`config.mk`:
```
export PLATFORM = sky130hd
export DESIGN_NAME = shift_seq
export DESIGN_NICKNAME = d
export VERILOG_FILES = /design/src/rtl/shift_seq.sv
export SDC_FILE = /design/constraint.sdc
export NUM_CORES = 1
export LEC_CHECK = 0
export CAP_MARGIN = 20
export CORE_MARGIN = 2
export CORE_UTILIZATION = 30
export CTS_CLUSTER_SIZE = 12
export DETAILED_ROUTE_END_ITERATION = 16
export PLACE_DENSITY = 0.57
export RECOVER_POWER = 25
export SLEW_MARGIN = 10
export SYNTH_ARGS = -nofsm -noshare
export SYNTH_HDL_FRONTEND = slang
export SYNTH_SLANG_ARGS = --single-unit
export TNS_END_PERCENT = 50
```
`constraint.sdc`:
```
create_clock -name clk -period 6.4 [get_ports clk]
set_input_delay 0.96 -clock clk [delete_from_list [all_inputs] [get_ports clk]]
set_output_delay 0.96 -clock clk [all_outputs]
set_load 0.05 [all_outputs]
```
`src/rtl/shift_seq.sv`:
```
// Purpose: multi-cycle sll/srl/sra sequencer using one 16/4/1-position shift stage per cycle.
// Latency: done in the cycle after edge E_N (N = shamt/16 + (shamt%16)/4 + shamt%4, max 7); N+2 cycles per back-to-back op.
// Backpressure: busy stalls the pipeline while shifting; start outside IDLE is dropped, not queued; abort flushes to IDLE.
module shift_seq (
    input  logic        clk,
    input  logic        reset,
    input  logic        start,
    input  logic [1:0]  op,
    input  logic [31:0] data_in,
    input  logic [4:0]  shamt,
    input  logic        abort,
    output logic        busy,
    output logic        done,
    output logic [31:0] result
);

    typedef enum logic [1:0] {
        IDLE  = 2'b00,
        SHIFT = 2'b01,
        DONE  = 2'b10
    } state_t;

    state_t      state;
    state_t      state_nxt;
    logic [31:0] acc;
    logic [31:0] acc_nxt;
    logic [4:0]  rem;
    logic [4:0]  rem_nxt;
    logic [1:0]  op_r;
    logic [1:0]  op_nxt;
    logic [4:0]  step;
    logic [31:0] shifted;

    // Greedy step selection and the single shift stage; op 11 falls through to sll.
    always_comb begin
        step = 5'd1;
        if (rem >= 5'd16) begin
            step = 5'd16;
        end else if (rem >= 5'd4) begin
            step = 5'd4;
        end
        case (op_r)
            2'b01:   shifted = acc >> step;
            2'b10:   shifted = $signed(acc) >>> step;
            default: shifted = acc << step;
        endcase
    end

    // Next-state and datapath update; abort overrides everything, including a same-cycle start.
    always_comb begin
        state_nxt = state;
        acc_nxt   = acc;
        rem_nxt   = rem;
        op_nxt    = op_r;
        case (state)
            IDLE: begin
                if (start) begin
                    acc_nxt   = data_in;
                    rem_nxt   = shamt;
                    op_nxt    = op;
                    state_nxt = (shamt == 5'd0) ? DONE : SHIFT;
                end
            end
            SHIFT: begin
                acc_nxt = shifted;
                rem_nxt = rem - step;
                if (rem == step) begin
                    state_nxt = DONE;
                end
            end
            DONE: begin
                state_nxt = IDLE;
            end
            default: begin
                state_nxt = IDLE;
            end
        endcase
        if (abort) begin
            state_nxt = IDLE;
            acc_nxt   = acc;
            rem_nxt   = 5'd0;
            op_nxt    = op_r;
        end
    end

    // State and datapath registers; reset beats abort and start.
    always_ff @(posedge clk) begin
        if (reset) begin
            state <= IDLE;
            acc   <= 32'd0;
            rem   <= 5'd0;
            op_r  <= 2'b00;
        end else begin
            state <= state_nxt;
            acc   <= acc_nxt;
            rem   <= rem_nxt;
            op_r  <= op_nxt;
        end
    end

    assign busy   = (state == SHIFT);
    assign done   = (state == DONE);
    assign result = acc;

endmodule

```
==> impl_metrics.yaml <==
detailed_routing:
  first_pass_iters: 5
  routedWlPerCell_um: 20.8
  wirelength_um: 12400
  via_per_inst: 6.18
  vias: 3693
  drc: 0
  ant_nets: 0
  drt_iter0_markers: 324
synthesis:
  synth_top_family_by_area: "compound AO/OA/AOI/OAI gates"
  synth_compound_area_frac: 0.398
  yosysSeqAreaShare: 0.250
  yosysWarnings: 0
  synth-seq-cells: 41
  dominantRegCellSynth: "dfxtp_1"
  synth_area_leaders: "dfxtp_1 25%, a21oi_1 4.4%, mux2i_1 4.3%"
  syn_nets: 463
  syn_area_per_cell_um2: 7.91
  synth_edf_count: 0
  synthesis.instances: 415
  yosysMostFrequentCell: "dfxtp_1"
  synthXorXnorAreaFrac: 0.00267
  ys_types: 54
  synthAdderAreaFrac: 0.0191
  syn_area_um2: 3280
  yosys.area_share.simple: 0.198
  synth_common_cells: "41 x dfxtp_1, 30 x nor2_1, 29 x a21oi_1"
  synthArstFlopShare: 0
  post-synth-top-area-cell: "dfxtp_1"
  post-synth-top-area-fraction: 0.250
  synth.area.mux_share: 0.0496
worst_setup_path:
  arrival_ns: 3.43
  crit_path_start_kind: "flip-flop"
  path_class: "reg -> reg"
  worstRegToRegCells: 7
  reg2reg_setup_slack_ns: 3.19
  crit_fanout: 27
  critical_path_required_ns: 6.62
  cp-end-kind: "flip-flop"
hold_path:
  holdPathStages: 2
  hp-class: "reg -> reg"
cts:
  root_buffer: "clkbuf_8"
  cts_post_setup_buffers_inserted: 0
  cts_inserted_buffers: 5
  cts_hold_buf: 0
  clock-sinks: 41
  cts_resized: 0
  path_clk_slew_ns: 0.08
  cts_tree: "done"
  h-tree-depth: 2
  cts_buffer_depth: 2
  clk_latency_ns: 0.31
floorplan:
  die_h_um: 109
  num_rows: 38
  ios: 77
  dieWidth_um: 109
  dieArea_um2: 11800
  core_area_um2: 10700
  start_util: 0.305
global_routing:
  grt_use_total: 0.212
  grt_pass1_wl_um: 19500
  grt_pass1_vias: 3434
  grt_overflow: 0
  antenna_found_initial: 0
  grt_max_degree: 44
power_and_ir_drop:
  cellLeakagePower_nw: 1.43
  powerDensity_nw_per_um2: 179
  vdd_ir_drop_max_mv: 0.0763
finish:
  drive_gt1_frac: 0.0524
  nets: 505
  num_antenna_cells: 0
  fin_area_um2: 4130
  area.growth.synth_to_final_pct: 25.8
  nFillCells: 1127
timing:
  worst_pin_slew_ns: 1.62
  tns_ns: 0
  fin_crit_sh: 0.502
  fmax_ghz: 0.311
  period_minus_slack_ns: 3.21
  finalSetupViolCount: 0
  clock-skew-final_ns: 0.0187
  rsz0062_at_grt: "false"
  final-hold-violation-count: 0
  slew_viol_final: 11
  slew_headroom: -0.0873
placement:
  place_area_um2: 4030
  portBuffers: 76
  place_hpwl_um: 8300
  globalplace.congestion: 0.896
status:
  violations: "max-capacitance violations, max-slew violations"
  status: "complete, but fails checks"
run:
  drv_cap: 1
-- layout make-up --
cell class	count	area [um2]	share of cell area
flip-flops and latches	41	821	0.199
inverters	12	45.0	0.0109
repair buffers	81	818	0.198
clock buffers	5	68.8	0.0167
clock inverters	3	17.5	0.00424
multi-input cells	316	2180	0.529
well taps	140	175	0.0424
-- metrics by stage --
step           cells  power [W]  hold WS, ns  worst slack, ns   util
2_1_floorplan    415   0.000474        0.477             4.12      -
3_3_place_gp     589   0.000561        0.493             3.13  0.375
3_5_place_dp     589   0.000563        0.496             2.97  0.375
4_1_cts          597   0.000741        0.508             3.24  0.383
5_1_grt          598   0.000772        0.573             3.06  0.384
6_report         598   0.000739        0.505             3.19  0.384
-- metal layers --
layer | vias to the layer above | track usage | routed length, um
met5 | - | 0 | 0
met4 | 0 | 0.0815 | 395
met3 | 34 | 0.0374 | 953
met2 | 186 | 0.336 | 5820
met1 | 1775 | 0.285 | 5270
li1 | 1698 | - | -
-- worst paths after layout --
kind	from	end
setup / recovery	rem[4]	rem[4]
hold / removal	rem[0]	rem[0]
setup reg to reg	rem[4]	rem[4]
hold reg to reg	rem[0]	rem[0]
-- flip-flops by register name, indices dropped and copies added (netlist names) --
name	cells
op_r	2
rem	5
result	32
state	2
-- cell usage in the layout (no fill, tap or decap), types with 14 or more instances in the layout --
cell and count:
o211ai_1 17, o21ai_0 24, nand2_1 27, dlygate4sd3_1 14, nor2_1 30, mux2i_1 14, nand2b_1 17, clkdlybuf4s50_1 62
a21oi_1 29, a311oi_1 15, dfxtp_1 41
-- power breakdown --
part           internal [W]  switching [W]
Combinational      0.000101       0.000153
Clock             0.0000756       0.000103
Sequential         0.000271      0.0000356
Total              0.000447       0.000292
-- critical path: stages (launching register included) --
cell and delay, ns:
dfxtp_1 0.66, nor3_1 1.38, ha_1 0.38, ha_1 0.21, nor2b_1 0.06, nor3_1 0.14, o221ai_1 0.12, a21oi_1 0.19
-- cells by family after synthesis --
kind of cell    after synthesis
compound gates              175
xor+xnor                      1
simple gates                119
mux                          16
buf+inv                      58
flops                        41
fa+ha+maj                     5
No activity file was read; power rests on OpenSTA's default activity.
